$ cat config.mk
export PLATFORM = sky130hd
export DESIGN_NAME = add_sub_pipe_flat
export DESIGN_NICKNAME = d
export VERILOG_FILES = /design/src/rtl/add_sub_pipe_if.sv /design/src/rtl/add_sub_pipe.sv /design/src/flat_wrapper.sv
export SDC_FILE = /design/constraint.sdc
export NUM_CORES = 1
export LEC_CHECK = 0
export ABC_AREA = 1
export BUFFER_PORTS_ARGS = -buffer_cell sky130_fd_sc_hd__buf_2
export CORE_MARGIN = 1.5
export CORE_UTILIZATION = 46
export DETAILED_ROUTE_END_ITERATION = 10
export PLACE_DENSITY = 0.68
export SYNTH_ARGS = -nofsm -noshare
export SYNTH_HDL_FRONTEND = slang
export SYNTH_SLANG_ARGS = --single-unit
$ cat constraint.sdc
create_clock -name clk -period 6.1 [get_ports clk]
set_input_delay 0.61 -clock clk [delete_from_list [all_inputs] [get_ports clk]]
set_output_delay 0.61 -clock clk [all_outputs]
set_load 0.005 [all_outputs]
$ cat src/rtl/add_sub_pipe_if.sv
// Handshake and operand/result bus for add_sub_pipe: valid/ready on both sides.
// master drives operands and out_ready; slave is the arithmetic unit.
interface add_sub_pipe_if #(
    parameter int LEN   = 16,
    parameter int LANES = 4
);
    logic                  in_valid;
    logic                  in_ready;
    logic [1:0]            op;
    logic                  sat;
    logic [LANES*LEN-1:0]  in1;
    logic [LANES*LEN-1:0]  in2;
    logic                  out_valid;
    logic                  out_ready;
    logic [LANES*LEN-1:0]  out_data;
    logic [LANES-1:0]      out_ovf;

    modport master (
        output in_valid, op, sat, in1, in2, out_ready,
        input  in_ready, out_valid, out_data, out_ovf
    );

    modport slave (
        input  in_valid, op, sat, in1, in2, out_ready,
        output in_ready, out_valid, out_data, out_ovf
    );
endinterface

$ cat src/rtl/add_sub_pipe.sv
// Multi-lane signed add/sub/rsub/pass with optional saturation; 2-cycle latency, 1/cycle throughput.
// Two-entry pipeline (S1 operands, S2 results); out_ready low holds S2 and in_ready drops once S1 is also full.
module add_sub_pipe #(
    parameter int LEN   = 16,
    parameter int LANES = 4
) (
    input  logic              clk,
    input  logic              reset,
    add_sub_pipe_if.slave     bus,
    input  logic              clr_sticky,
    output logic [LANES-1:0]  sticky_ovf
);
    typedef struct packed {
        logic [1:0]           op;
        logic                 sat;
        logic [LANES*LEN-1:0] in1;
        logic [LANES*LEN-1:0] in2;
    } s1_t;

    s1_t                  s1_q;
    logic                 s1_valid;
    logic                 s2_valid;
    logic                 s2_adv;
    logic [LANES*LEN-1:0] res;
    logic [LANES-1:0]     ovf;
    logic [LANES*LEN-1:0] out_data_q;
    logic [LANES-1:0]     out_ovf_q;
    logic [LEN:0]         a_ext;
    logic [LEN:0]         b_ext;
    logic [LEN:0]         r_ext;

    assign s2_adv        = !s2_valid || bus.out_ready;
    assign bus.in_ready  = !s1_valid || s2_adv;
    assign bus.out_valid = s2_valid;
    assign bus.out_data  = out_data_q;
    assign bus.out_ovf   = out_ovf_q;

    // One extra bit per lane: overflow is exactly when the top two bits disagree.
    always_comb begin
        res   = '0;
        ovf   = '0;
        a_ext = '0;
        b_ext = '0;
        r_ext = '0;
        for (int i = 0; i < LANES; i++) begin
            a_ext = {s1_q.in1[i*LEN+LEN-1], s1_q.in1[i*LEN +: LEN]};
            b_ext = {s1_q.in2[i*LEN+LEN-1], s1_q.in2[i*LEN +: LEN]};
            case (s1_q.op)
                2'b00:   r_ext = a_ext + b_ext;
                2'b01:   r_ext = a_ext - b_ext;
                2'b10:   r_ext = b_ext - a_ext;
                default: r_ext = a_ext;
            endcase
            ovf[i] = r_ext[LEN] ^ r_ext[LEN-1];
            if (s1_q.sat && ovf[i]) begin
                res[i*LEN +: LEN] = r_ext[LEN] ? {1'b1, {(LEN-1){1'b0}}}
                                               : {1'b0, {(LEN-1){1'b1}}};
            end else begin
                res[i*LEN +: LEN] = r_ext[LEN-1:0];
            end
        end
    end

    always_ff @(posedge clk or posedge reset) begin
        if (reset) begin
            s1_valid   <= 1'b0;
            s1_q       <= '0;
            s2_valid   <= 1'b0;
            out_data_q <= '0;
            out_ovf_q  <= '0;
            sticky_ovf <= '0;
        end else begin
            if (bus.in_ready) begin
                s1_valid <= bus.in_valid;
                if (bus.in_valid) begin
                    s1_q <= '{op: bus.op, sat: bus.sat, in1: bus.in1, in2: bus.in2};
                end
            end
            if (s2_adv) begin
                s2_valid <= s1_valid;
                if (s1_valid) begin
                    out_data_q <= res;
                    out_ovf_q  <= ovf;
                end
            end
            // A lane setting in the same cycle as a clear keeps its flag.
            sticky_ovf <= (clr_sticky ? '0 : sticky_ovf)
                        | ((s2_adv && s1_valid) ? ovf : '0);
        end
    end
endmodule
$ cat src/flat_wrapper.sv
// flat-port wrapper written by rule: the top's interface ports become plain ports
module add_sub_pipe_flat 
#(
    parameter int LEN   = 16,
    parameter int LANES = 4
)
  (clk, reset, clr_sticky, sticky_ovf, bus_in_valid, bus_op, bus_sat, bus_in1, bus_in2, bus_out_ready, bus_in_ready, bus_out_valid, bus_out_data, bus_out_ovf);
  add_sub_pipe_if #(.LEN(LEN), .LANES(LANES)) bus_i ();
  input  logic clk;
  input  logic reset;
  input  logic clr_sticky;
  output logic [LANES-1:0] sticky_ovf;
  input wire logic [$bits(bus_i.in_valid)-1:0] bus_in_valid;
  input wire logic [$bits(bus_i.op)-1:0] bus_op;
  input wire logic [$bits(bus_i.sat)-1:0] bus_sat;
  input wire logic [$bits(bus_i.in1)-1:0] bus_in1;
  input wire logic [$bits(bus_i.in2)-1:0] bus_in2;
  input wire logic [$bits(bus_i.out_ready)-1:0] bus_out_ready;
  output wire logic [$bits(bus_i.in_ready)-1:0] bus_in_ready;
  output wire logic [$bits(bus_i.out_valid)-1:0] bus_out_valid;
  output wire logic [$bits(bus_i.out_data)-1:0] bus_out_data;
  output wire logic [$bits(bus_i.out_ovf)-1:0] bus_out_ovf;
  assign bus_i.in_valid = bus_in_valid;
  assign bus_i.op = bus_op;
  assign bus_i.sat = bus_sat;
  assign bus_i.in1 = bus_in1;
  assign bus_i.in2 = bus_in2;
  assign bus_i.out_ready = bus_out_ready;
  assign bus_in_ready = bus_i.in_ready;
  assign bus_out_valid = bus_i.out_valid;
  assign bus_out_data = bus_i.out_data;
  assign bus_out_ovf = bus_i.out_ovf;
  add_sub_pipe #(.LEN(LEN), .LANES(LANES)) u_core (.clk(clk), .reset(reset), .bus(bus_i), .clr_sticky(clr_sticky), .sticky_ovf(sticky_ovf));
endmodule
[After elaboration in Yosys (flattened, before gate mapping)]
Index checks and enable logic that the tools add are counted.
Word-level totals
  input bits: 136
  output and inout port bits: 74
  flip-flop bits (word level): 205
  word-level logic and storage cells: 54
Cells by class
  add/subtract/negate cells: 12
  bitwise logic cells: 5
  reduce and logical (&&, ||, !) cells: 12
  equality and inequality tests: 2
  muxes and demuxes: 14
Operators with widths (number)
  17-bit one-hot mux with 3 select lines: 4
  16-bit by 16-bit subtractor with 17-bit output: 8
  16-bit two-way mux: 8
  16-bit by 16-bit adder with 17-bit output: 4
  4-bit two-way mux: 2
  1-bit logical AND: 5
  4-bit bitwise OR: 1
  2-bit AND reduction: 2
  1-bit XOR: 4
  2-bit by 1-bit equality test with 1-bit output (second input constant): 1
  2-bit equality test (second input constant): 1
  1-bit zero test: 2
  2-bit zero test: 1
  1-bit logical OR: 2

[Depth between registers and ports, before layout]
  word-level depth: 5
  gate-level depth with buffers: 32
  mapped depth without buffers: 31

[Worst setup path before layout]
OpenSTA, ideal clock, no wires.
  path type: reg-to-reg
  start point: reg u_core.s1_q[129] (netlist name)
  end point: reg u_core.out_data_q[17], in the netlist u_core.bus.out_data[17]
  data required time: 5.980 ns
  setup time: 0.120 ns
  setup slack: 2.855 ns
  arrival time: 3.125 ns
  stages on the path, launching flop included: 24
  buffers on the path: 4
  cells stage by stage: dfrtp_1 -> buf_4 -> inv_6 -> nand2_8 -> buf_2 -> inv_1 -> clkbuf_1 -> nor2_1 -> xor2_1 -> inv_1 -> ha_1 -> a21oi_1 -> nand2_1 -> nand2_1 -> nand2_1 -> a21oi_2 -> nand2_1 -> nand3_1 -> nand3_1 -> nand2_1 -> nand3_4 -> buf_6 -> nand2_1 -> a21oi_2
Between the ends
  cells in the longest elaborated chain, start to end: 5
  elaborated cells on any way between the ends: 8
  classes of those cells: eq/ne (2); mux (3); bitwise (1); reduce/logical (2)
RTL lines
  start: declaration: RTL line add_sub_pipe.sv:20  | s1_t s1_q;
  start signal: assignment: RTL line add_sub_pipe.sv:76  | s1_q <= '{op: bus.op, sat: bus.sat, in1: bus.in1, in2: bus.in2};
  2-bit equality test, or another cell as far along: RTL line add_sub_pipe.sv:48  | case (s1_q.op)
  17-bit one-hot mux with 3 select lines (*): RTL line add_sub_pipe.sv:48
  1-bit XOR: RTL line add_sub_pipe.sv:54  | ovf[i] = r_ext[LEN] ^ r_ext[LEN-1];
  1-bit logical AND: RTL line add_sub_pipe.sv:55  | if (s1_q.sat && ovf[i]) begin
  16-bit two-way mux (*): RTL line add_sub_pipe.sv:55
  end signal: assignment: RTL line add_sub_pipe.sv:82  | out_data_q <= res;
  end: declaration: RTL line add_sub_pipe.sv:26  | logic [LANES*LEN-1:0] out_data_q;
Mark *: on every way between the ends. The rest lies on a longest branch, timed or not.
A chain may end at the register's enable or synchronous reset.

[Final worst setup path]
  start point: reg u_core.s1_q[129] (netlist name)
  end point: reg u_core.out_data_q[43], in the netlist u_core.bus.out_data[43]
Same word-level chain as after synthesis.

==> impl_metrics.env <==
export IMPL_diodes=0
export IMPL_fin_cells=3327
export IMPL_muxShareOfSynthArea_pct=0.758
export IMPL_drive_gt1_share_pct=16.6
export IMPL_cts_buffer_depth=3
export IMPL_timing_rr_start="u_core.s1_q[129]"
export IMPL_postCtsHoldBufs=0
export IMPL_die_h_um=200
export IMPL_ctsHtreeMaxLevel=1
export IMPL_synth_edff_count=0
export IMPL_crit_path_start_kind="flip-flop"
export IMPL_crit_fanout=46
export IMPL_synthArstFlopShare_pct=100
export IMPL_yosysMostFrequentCell="nand2_1"
export IMPL_power_density_nw_per_um2=397
export IMPL_yosys_area_share_simple_pct=30.8
export IMPL_grt_max_degree=155
export IMPL_timing_fmax_mhz=228
export IMPL_drv_cap=0
export IMPL_drc_errors=0
export IMPL_synth_compound_area_share_pct=16.3
export IMPL_rows=71
export IMPL_hp_class="in2async"
export IMPL_status="finished, final reports clean"
export IMPL_maxSlewViolCount=0
export IMPL_tightest_slew_ns=0.941
export IMPL_clk_latency_ns=0.56
export IMPL_cts_setup_buffers=0
export IMPL_nets=3073
export IMPL_antenna_found_initial=0
export IMPL_synth_xor_area_share_pct=3.29
export IMPL_cp_required_ns=6.52
export IMPL_finalCritPeriodShare_pct=72.0
export IMPL_core_um2=37900
export IMPL_initial_core_util_pct=47.0
export IMPL_vdd_drop_max_v=0.000224
export IMPL_grt_pass1_vias=16917
export IMPL_avgSynthCellArea_um2=6.82
export IMPL_clk_pin_slew_ns=0.06
export IMPL_drtIter0Drc=1158
export IMPL_leakage_uw=0.0107
export IMPL_vias_per_cell=5.27
export IMPL_yosys_area_top_type="dfrtp_1"
export IMPL_gr_total_overflow=0
export IMPL_yosysWarnings=0
export IMPL_synth_top_family_by_area="simple AND/OR/NAND/NOR gates"
export IMPL_rsz0062_at_grt="false"
export IMPL_crit_path_end="u_core.bus.out_data[43]"
export IMPL_port_buffers=209
export IMPL_reg2reg_to="u_core.bus.out_data[43]"
export IMPL_hold_viol_final=0
export IMPL_synth_area_leaders="dfrtp_1, nand2_1, ha_1"
export IMPL_fp_dieArea_um2=39900
export IMPL_drtPass1Iterations=5
export IMPL_setup_violations=0
export IMPL_pre_cts_ws_ns=1.76
export IMPL_ant_nets=0
export IMPL_synth_largest_type_area_fraction_pct=28.8
export IMPL_area_growth_synth_to_final_pct=13.5
export IMPL_place_inst=3279
export IMPL_final_setup_worst_slack_ns=1.71
export IMPL_finalSetupTns_ns=0
export IMPL_place_hpwl_mm=41.3
export IMPL_period_needed_ns=4.39
export IMPL_post_cts_resized=0
export IMPL_vias=17528
export IMPL_crit_arrival_ns=4.81
export IMPL_num_io_pins=210
export IMPL_ys_types=50
export IMPL_critPathLaunch="u_core.s1_q[129]"
export IMPL_syn_inst=2614
export IMPL_grt_pass1_wl_mm=85.9
export IMPL_synth_cell_area_um2=17800
export IMPL_synth_nets=2890
export IMPL_clock_sinks=205
export IMPL_worstSetupPathType="reg2reg"
export IMPL_cts_buffers_inserted=27
export IMPL_relSlewSlack_pct=37.3
export IMPL_wirelength_mm=53.3
export IMPL_gp_congestion=0.938
export IMPL_final_setup_skew_ns=0.0172
export IMPL_post_drt_wl_per_cell_um=16.0
export IMPL_die_w_um=200
export IMPL_worstSetupEndpointType="flip-flop"
export IMPL_ff2ff_setup_slack_ns=1.71
export IMPL_track_usage_pct=26.9
export IMPL_ys_seq_area_share_pct=28.8
export IMPL_synthAdderAreaFrac_pct=10.2
export IMPL_synth_common_cells="nand2_1, inv_1, nor2_1, a21oi_1, dfrtp_1"
export IMPL_cts_tree="built"
export IMPL_yosys_register_bits=205
export IMPL_root_buffer="clkbuf_16"
export IMPL_reg2reg_depth=22
export IMPL_synthFlopType="dfrtp_1"
layout by cell type (no fill, tap or decap), drive strengths merged, types with 3 or more instances in the layout:
cell type,n
a22oi,4
xnor2,11
nand3,170
clkbuf,36
a21oi,312
inv,371
or2,40
buf,223
o21ai,78
clkinv,4
o21bai,8
fa,8
o211ai,21
mux2,12
nor2,336
nand4,8
clkinvlp,6
a31o,5
nor3,26
a21boi,6
ha,132
a31oi,9
nand3b,12
bufinv,3
xor2,56
and3,5
o31ai,7
o221ai,26
nand2,659
dfrtp,205
and2,8
o22ai,4
a211oi,3
sequential cells by signal, indices dropped and copies added (netlist names):
| name | flops |
|---|---|
| u_core.s1_valid | 1 |
| u_core.bus.out_ovf | 4 |
| u_core.sticky_ovf | 4 |
| u_core.b_ext | 16 |
| u_core.bus.out_data | 64 |
| u_core.a_ext | 16 |
| u_core.bus.out_valid | 1 |
| u_core.s1_q | 99 |
logic make-up after synthesis:
logic type,Yosys count
buffers and inverters,441
and+or+nand+nor,1265
AOI/OAI and AO/OA,484
adders and majority gates,140
DFF,205
xor gates and xnor gates,67
muxes,12
stage by stage:
step                hold slack (ns)  total power, uW  area [um^2]  utilization, %
floorplan                     0.457             5180        17800               -
finish                        0.282             8040        20200            53.4
global placement              0.483             6270        19300            50.9
detailed placement            0.499             6350        19300            50.9
CTS                           0.254             8070        20200            53.4
global route                  0.270             8770        20200            53.4
worst max-delay path, stage by stage, from the launching register on:
cell	delay (ns)
dfrtp_1	0.42
inv_6	0.31
nand2_8	0.32
inv_1	0.52
buf_4	0.31
or2_2	0.15
xor2_1	0.13
inv_1	0.05
ha_1	0.34
nand2_1	0.09
nand2_1	0.07
a21oi_1	0.13
nand2_1	0.14
nand2_1	0.09
nand2_1	0.09
nand2_1	0.08
nand2_1	0.06
nor2_2	0.17
nor2_2	0.07
nand3_1	0.07
nand2_1	0.08
inv_2	0.36
a21oi_1	0.14
layout make-up:
| type | count | area [um^2] |
|---|---|---|
| fill | 3836 | 17700 |
| clock buffer | 36 | 779 |
| multi-input combinational | 1968 | 11000 |
| sequential | 205 | 5130 |
| clock inverter | 12 | 155 |
| timing repair buffer | 223 | 1180 |
| tap | 511 | 639 |
| inverter | 372 | 1410 |
per-layer routing:
metal / global-route usage (%) / share of wire [%] / wire (um)
met2: 46.0 / 47 / 25100
met1: 35.8 / 45 / 24100
met4: 7.41 / 2.6 / 1370
met5: 0 / 0 / 0
met3: 3.29 / 5.3 / 2820
worst min path at each step:
stage | start | end | slack, ns
2_1_floorplan | u_core.s1_valid | u_core.bus.out_valid | 0.46
3_3_place_gp | u_core.s1_valid | u_core.bus.out_valid | 0.48
3_5_place_dp | u_core.bus.out_data[55] | u_core.bus.out_data[55] | 0.50
4_1_cts | bus_in1[42] | u_core.s1_q[106] | 0.25
5_1_grt | bus_in1[29] | u_core.s1_q[93] | 0.27
6_report | reset | u_core.bus.out_data[0] | 0.28
power by group:
group | total, uW | internal (uW) | switching, uW
registers | 2060 | 1730 | 330
clock network | 1670 | 1020 | 654
logic | 4310 | 1600 | 2710
Note: power is estimated with default switching activity, not from simulation.
